### config.mk
export PLATFORM = sky130hd
export DESIGN_NAME = dmem_access_unit
export DESIGN_NICKNAME = d
export VERILOG_FILES = /design/src/rtl/dmem_access_unit_pkg.sv /design/src/rtl/dmem_lane_align.sv /design/src/rtl/dmem_access_unit.sv
export SDC_FILE = /design/constraint.sdc
export NUM_CORES = 1
export LEC_CHECK = 0
export ABC_AREA = 1
export CORE_MARGIN = 5
export CORE_UTILIZATION = 51
export DETAILED_ROUTE_END_ITERATION = 6
export PLACE_DENSITY = 0.82
export SYNTH_ARGS = -nofsm -noshare
export SYNTH_HDL_FRONTEND = slang
export SYNTH_HIERARCHICAL = 1
export SYNTH_SLANG_ARGS = --single-unit
### constraint.sdc
create_clock -name clk -period 4.7 [get_ports clk]
set_input_delay 0.94 -clock clk [delete_from_list [all_inputs] [get_ports clk]]
set_output_delay 0.94 -clock clk [all_outputs]
set_load 0.05 [all_outputs]
### src/rtl/dmem_access_unit_pkg.sv
// Shared definitions for dmem_access_unit: access-size encodings, FSM states and
// byte-count helpers used by both the controller and the lane aligner.
package dmem_access_unit_pkg;

    localparam logic [1:0] SZ_BYTE = 2'b00;
    localparam logic [1:0] SZ_HALF = 2'b01;
    localparam logic [1:0] SZ_WORD = 2'b10;
    localparam logic [1:0] SZ_RSVD = 2'b11;

    typedef enum logic [1:0] {
        ST_IDLE = 2'd0,
        ST_ACC0 = 2'd1,
        ST_ACC1 = 2'd2,
        ST_WAIT = 2'd3
    } dmem_state_e;

    function automatic logic [2:0] size_to_nbytes(input logic [1:0] size);
        case (size)
            SZ_BYTE: size_to_nbytes = 3'd1;
            SZ_HALF: size_to_nbytes = 3'd2;
            SZ_WORD: size_to_nbytes = 3'd4;
            default: size_to_nbytes = 3'd4;
        endcase
    endfunction

    // True when the access spills past the end of its first word.
    function automatic logic is_cross(input logic [1:0] off, input logic [1:0] size);
        logic [3:0] last;
        last = {2'b00, off} + {1'b0, size_to_nbytes(size)};
        is_cross = (last > 4'd4);
    endfunction

endpackage

### src/rtl/dmem_lane_align.sv
// Combinational lane steering for dmem_access_unit: store byte enables and data for
// both words of an access, plus load extraction with sign/zero extension.
module dmem_lane_align
    import dmem_access_unit_pkg::*;
(
    input  logic [1:0]  i_size,
    input  logic        i_signed,
    input  logic [1:0]  i_off,
    input  logic [31:0] i_wdata,
    input  logic [31:0] i_word0,
    input  logic [31:0] i_word1,
    output logic [3:0]  o_be0,
    output logic [3:0]  o_be1,
    output logic [31:0] o_wdata0,
    output logic [31:0] o_wdata1,
    output logic [31:0] o_rdata
);

    logic [2:0]  w_nbytes;
    logic [4:0]  w_shift;
    logic [7:0]  w_be_pair;
    logic [63:0] w_st_pair;
    logic [63:0] w_ld_pair;
    logic [31:0] w_ld_raw;

    assign w_nbytes  = size_to_nbytes(i_size);
    assign w_shift   = {i_off, 3'b000};

    // Byte mask and data are built across a two-word window; the upper half feeds word+1.
    assign w_be_pair = ((8'd1 << w_nbytes) - 8'd1) << i_off;
    assign w_st_pair = {32'd0, i_wdata} << w_shift;

    assign o_be0    = w_be_pair[3:0];
    assign o_be1    = w_be_pair[7:4];
    assign o_wdata0 = (i_size == SZ_BYTE) ? {4{i_wdata[7:0]}} : w_st_pair[31:0];
    assign o_wdata1 = w_st_pair[63:32];

    assign w_ld_pair = {i_word1, i_word0};
    assign w_ld_raw  = 32'(w_ld_pair >> w_shift);

    always_comb begin
        o_rdata = w_ld_raw;
        case (i_size)
            SZ_BYTE: o_rdata = {{24{i_signed & w_ld_raw[7]}}, w_ld_raw[7:0]};
            SZ_HALF: o_rdata = {{16{i_signed & w_ld_raw[15]}}, w_ld_raw[15:0]};
            default: o_rdata = w_ld_raw;
        endcase
    end

endmodule

### src/rtl/dmem_access_unit.sv
// Data-memory access unit: turns byte/half/word requests into word RAM cycles.
// Build option DMEM_MISALIGN_SPLIT_EN enables splitting word-crossing accesses.
module dmem_access_unit
    import dmem_access_unit_pkg::*;
#(
    parameter int ADDR_W = 32
) (
    input  logic              clk,
    input  logic              rst,
    input  logic              req_valid,
    output logic              req_ready,
    input  logic              req_we,
    input  logic [1:0]        req_size,
    input  logic              req_signed,
    input  logic [ADDR_W-1:0] req_addr,
    input  logic [31:0]       req_wdata,
    output logic              rsp_valid,
    output logic [31:0]       rsp_rdata,
    output logic              rsp_err,
    output logic              mem_en,
    output logic              mem_we,
    output logic [3:0]        mem_be,
    output logic [ADDR_W-3:0] mem_addr,
    output logic [31:0]       mem_wdata,
    input  logic [31:0]       mem_rdata
);

    localparam int WA_W = ADDR_W - 2;

`ifdef DMEM_MISALIGN_SPLIT_EN
    localparam bit SPLIT_EN = 1'b1;
`else
    localparam bit SPLIT_EN = 1'b0;
`endif

    dmem_state_e       r_state;
    dmem_state_e       w_next;
    logic              r_we;
    logic [1:0]        r_size;
    logic              r_signed;
    logic [ADDR_W-1:0] r_addr;
    logic [31:0]       r_wdata;
    logic              r_err;
    logic              r_rsp_valid;
    logic [31:0]       r_rsp_rdata;
    logic              r_rsp_err;

    logic              w_accept;
    logic              w_req_err;
    logic              w_cross;
    logic [WA_W-1:0]   w_word_addr;
    logic [31:0]       w_word0;
    logic [31:0]       w_word1;
    logic [3:0]        w_be0;
    logic [3:0]        w_be1;
    logic [31:0]       w_wdata0;
    logic [31:0]       w_wdata1;
    logic [31:0]       w_ld_data;

    assign req_ready   = (r_state == ST_IDLE);
    assign w_accept    = req_valid && req_ready;
    assign w_req_err   = (req_size == SZ_RSVD) || (!SPLIT_EN && is_cross(req_addr[1:0], req_size));
    assign w_cross     = is_cross(r_addr[1:0], r_size);
    assign w_word_addr = r_addr[ADDR_W-1:2];

`ifdef DMEM_MISALIGN_SPLIT_EN
    logic [31:0] r_lo;

    // Word 0 arrives during ACC1 and must be held until word 1 shows up in WAIT.
    always_ff @(posedge clk or posedge rst) begin
        if (rst) begin
            r_lo <= 32'd0;
        end else if (r_state == ST_ACC1) begin
            r_lo <= mem_rdata;
        end
    end

    assign w_word0 = w_cross ? r_lo : mem_rdata;
    assign w_word1 = w_cross ? mem_rdata : 32'd0;
`else
    assign w_word0 = mem_rdata;
    assign w_word1 = 32'd0;
`endif

    dmem_lane_align u_lane_align (
        .i_size   (r_size),
        .i_signed (r_signed),
        .i_off    (r_addr[1:0]),
        .i_wdata  (r_wdata),
        .i_word0  (w_word0),
        .i_word1  (w_word1),
        .o_be0    (w_be0),
        .o_be1    (w_be1),
        .o_wdata0 (w_wdata0),
        .o_wdata1 (w_wdata1),
        .o_rdata  (w_ld_data)
    );

    always_comb begin
        w_next    = r_state;
        mem_en    = 1'b0;
        mem_we    = 1'b0;
        mem_be    = 4'd0;
        mem_addr  = '0;
        mem_wdata = 32'd0;
        case (r_state)
            ST_IDLE: begin
                if (w_accept) begin
                    w_next = w_req_err ? ST_WAIT : ST_ACC0;
                end
            end
            ST_ACC0: begin
                mem_en    = 1'b1;
                mem_we    = r_we;
                mem_be    = w_be0;
                mem_addr  = w_word_addr;
                mem_wdata = w_wdata0;
                w_next    = (SPLIT_EN && w_cross) ? ST_ACC1 : ST_WAIT;
            end
            ST_ACC1: begin
                mem_en    = 1'b1;
                mem_we    = r_we;
                mem_be    = w_be1;
                mem_addr  = w_word_addr + WA_W'(1);
                mem_wdata = w_wdata1;
                w_next    = ST_WAIT;
            end
            ST_WAIT: begin
                w_next = ST_IDLE;
            end
            default: w_next = ST_IDLE;
        endcase
    end

    always_ff @(posedge clk or posedge rst) begin
        if (rst) begin
            r_state     <= ST_IDLE;
            r_we        <= 1'b0;
            r_size      <= SZ_BYTE;
            r_signed    <= 1'b0;
            r_addr      <= '0;
            r_wdata     <= 32'd0;
            r_err       <= 1'b0;
            r_rsp_valid <= 1'b0;
            r_rsp_rdata <= 32'd0;
            r_rsp_err   <= 1'b0;
        end else begin
            r_state     <= w_next;
            r_rsp_valid <= 1'b0;
            if (w_accept) begin
                r_we     <= req_we;
                r_size   <= req_size;
                r_signed <= req_signed;
                r_addr   <= req_addr;
                r_wdata  <= req_wdata;
                r_err    <= w_req_err;
            end
            // The last read word is on mem_rdata during WAIT; the response appears in the next IDLE.
            if (r_state == ST_WAIT) begin
                r_rsp_valid <= 1'b1;
                r_rsp_err   <= r_err;
                r_rsp_rdata <= (r_err || r_we) ? 32'd0 : w_ld_data;
            end
        end
    end

    assign rsp_valid = r_rsp_valid;
    assign rsp_rdata = r_rsp_rdata;
    assign rsp_err   = r_rsp_err;

endmodule

==> insert_results.sql <==
INSERT INTO impl_metrics (metric_group, metric, value, unit) VALUES
('placement', 'place_hpwl', '19200', 'um'),
('sta', 'fin_ws', '356.0', 'ps'),
('job', 'cap_viol_max_count', '0', ''),
('final_layout', 'fillerInstances', '1421', ''),
('critical_path', 'worst_path_cell_chain', 'inv_4 -> nand2_2 -> nand2_1 -> o22ai_1 -> nand2_1 -> a21oi_1 -> clkdlybuf4s50_1', ''),
('critical_path', 'slowest_delay', '850', 'ps'),
('sta', 'timing.clock.skew', '9.063', 'ps'),
('sta', 'aggregate_negative_setup_slack', '0', 'ps'),
('yosys', 'leading_cell_type_by_number_of_instances_after_synthesis', 'sky130_fd_sc_hd__nand2_1', ''),
('pwr', 'powerDensity', '815.7', 'nW/um2'),
('clocking', 'cts.repair.resized', '0', ''),
('final_layout', 'layout.area.seq', '2631', 'um2'),
('sta', 'finalWorstPathRequiredPeriod', '4344', 'ps'),
('clocking', 'cts_setup_buffers', '0', ''),
('yosys', 'synth_seq_area_share', '0.3178', ''),
('status', 'run_status', 'complete, no violations', ''),
('floorplan', 'floorplan.die.height', '137.3', 'um'),
('yosys', 'ys.flop_type', 'sky130_fd_sc_hd__dfrtp_1', ''),
('yosys', 'netlist_area', '8268', 'um2'),
('critical_path', 'critical_path_buf_inv_count', '2', ''),
('clocking', 'cts_tree', 'done', ''),
('final_layout', 'finish.utilization', '0.6705', ''),
('final_layout', 'final_design_area_no_fill', '10650', 'um2'),
('placement', 'place.port_buffers', '205', ''),
('yosys', 'yosys-top-cells-count', 'sky130_fd_sc_hd__nand2_1, sky130_fd_sc_hd__nor2_1, sky130_fd_sc_hd__dfrtp_1, sky130_fd_sc_hd__inv_1, sky130_fd_sc_hd__a21oi_1', ''),
('routing', 'drt_drc', '0', ''),
('sta', 'rsz0062_at_grt', 'no', ''),
('final_layout', 'drive_gt1_frac', '0.07932', ''),
('placement', 'gp_congestion', '0.9442', ''),
('pwr', 'power_leakage', '4.780', 'nW'),
('sta', 'final-max-slew-violation-count', '0', ''),
('pwr', 'maximum_vdd_drop', '0.4802', 'mV'),
('yosys', 'postSynth.asyncResetShare', '1.000', ''),
('hold_path', 'holdCritPathClass', 'reg -> reg', ''),
('sta', 'setup-violations-final', '0', ''),
('routing', 'postRouteAntennaNets', '0', ''),
('global_routing', 'grt_use_total', '0.2763', ''),
('clocking', 'cts_num_sinks', '105', ''),
('floorplan', 'placementRows', '46', ''),
('sta', 'timing_worst_slew_pin_value', '1113', 'ps'),
('critical_path', 'startpoint_type', 'flip-flop', ''),
('yosys', 'post_synth_inst_count', '1226', ''),
('global_routing', 'first_global_vias', '8133', ''),
('clocking', 'cts-buffers-inserted', '9', ''),
('floorplan', 'die_area', '18860', 'um2'),
('clocking', 'cts-hold-fix-buffers', '0', ''),
('clocking', 'path_clk_slew', '70', 'ps'),
('global_routing', 'grt_max_degree', '88', ''),
('clocking', 'cts-root-buf', 'sky130_fd_sc_hd__clkbuf_16', ''),
('critical_path', 'critical_path.most_common_cell', 'sky130_fd_sc_hd__nand2_1', ''),
('floorplan', 'floorplan.io_pins', '206', ''),
('sta', 'slew_headroom', '0.2571', ''),
('yosys', 'yosys_warnings', '6', ''),
('yosys', 'ffs_latches_synth', '105', ''),
('critical_path', 'crit_path_end_kind', 'output pin', ''),
('routing', 'wl_per_cell', '16.26', 'um'),
('sta', 'fmax', '230.2', 'MHz'),
('global_routing', 'initial_antenna_violation_count', '1', ''),
('yosys', 'synth_edf_count', '0', ''),
('final_layout', 'layout_overhead_on_the_synthesized_area', '28.83', '%'),
('critical_path', 'crit_arrival', '3400', 'ps'),
('final_layout', 'post_layout_nets', '1525', ''),
('routing', 'drt_total_wl', '26470', 'um'),
('global_routing', 'global_route_overflow', '0', ''),
('critical_path', 'cp.required', '3760', 'ps'),
('clocking', 'h-tree-depth', '3', ''),
('floorplan', 'core_area', '15890', 'um2'),
('global_routing', 'grt_first_pass_wirelength', '41540', 'um'),
('placement', 'post-place-ws', '793.0', 'ps'),
('yosys', 'synth_top_cell_area_share', '0.3178', ''),
('yosys', 'synth_area_leaders', 'sky130_fd_sc_hd__dfrtp_1, sky130_fd_sc_hd__nand2_1, sky130_fd_sc_hd__mux2_2', '');
metrics by stage:
stage | hold slack (ps) | power, mW
2_1_floorplan | 479.4 | 6.190
3_3_place_gp | 477.5 | 7.741
3_5_place_dp | 480.0 | 7.809
4_1_cts | 495.2 | 8.646
5_1_grt | 501.8 | 9.268
6_report | 492.2 | 8.688
logic make-up after synthesis:
group                    share of synthesized area
multiplexers                               0.06674
buffers and inverters                       0.1114
AND/OR/NAND/NOR                             0.3225
other                                    0.0009083
adder cells (fa/ha/maj)                    0.02058
flip-flops                                  0.3178
AO/OA/AOI/OAI                               0.1591
XOR/XNOR                                  0.001060
registers in the layout (all words and copies together) (netlist names):
register,count
rsp_err,1
r_wdata,32
r_addr,32
rsp_rdata,32
r_signed,1
r_err,1
r_we,1
r_state,2
r_size,2
rsp_valid,1
cells in the final DEF (no fill, tap or decap), drive strengths merged:
cell / count
nand2: 419
nor3: 5
and2: 1
clkbuf: 11
nand4: 2
xor2: 1
mux2: 49
o21ai: 65
a21boi: 4
clkdlybuf4s50: 205
o22ai: 10
clkinvlp: 1
o211ai: 5
a31oi: 1
nor2: 121
a41oi: 1
a221oi: 1
nand3b: 2
inv: 111
a211oi: 1
nand3: 91
o21bai: 1
conb: 41
a21oi: 100
bufinv: 2
fa: 1
a32o: 32
ha: 12
buf: 9
dfrtp: 105
or2: 2
worst paths after layout:
kind / cells after the start / slack (ps) / to / from
min in group asynchronous: 2 / 1100 / rsp_rdata[6] / rst
max: 7 / 360 / mem_wdata[16] / r_addr[1]
max in group asynchronous: 3 / 2870 / r_wdata[3] / rst
min: 1 / 490 / rsp_rdata[14] / rsp_rdata[14]
min reg2reg: 1 / 490 / rsp_rdata[14] / rsp_rdata[14]
max reg2reg: 6 / 2280 / rsp_rdata[16] / r_addr[0]
where the power goes:
part / total [mW] / internal, mW / switching, mW / leakage (nW)
clock network: 0.800 / 0.462 / 0.338 / 0.142
registers: 1.79 / 1.31 / 0.482 / 1.28
logic: 6.10 / 1.96 / 4.14 / 3.35
total: 8.69 / 3.73 / 4.96 / 4.78
layer usage:
layer | wire length [um] | vias up | share of wire | global-route usage
met5 | 7 | - | 0.00026 | 0
met4 | 692 | 2 | 0.026 | 0.08204
met3 | 2368 | 50 | 0.089 | 0.05551
met2 | 12130 | 457 | 0.46 | 0.4436
met1 | 11280 | 4047 | 0.43 | 0.3782
li1 | - | 4310 | - | -
final cells by class:
| type | count | share of cell area |
|---|---|---|
| Clock buffer | 11 | 0.02185 |
| Clock inverter | 3 | 0.006343 |
| Tap cell | 216 | 0.02537 |
| Multi-Input combinational cell | 968 | 0.4582 |
| Inverter | 111 | 0.03982 |
| Timing Repair Buffer | 214 | 0.2013 |
| Sequential cell | 105 | 0.2470 |
worst reg2reg max path: stages (launching register included):
cell	delay [ps]
sky130_fd_sc_hd__dfrtp_4	830
sky130_fd_sc_hd__buf_4	530
sky130_fd_sc_hd__nand2_1	160
sky130_fd_sc_hd__nand3_1	170
sky130_fd_sc_hd__nand3_4	270
sky130_fd_sc_hd__nand3_1	210
sky130_fd_sc_hd__a32o_1	180
(Power assumes the default switching activity.)
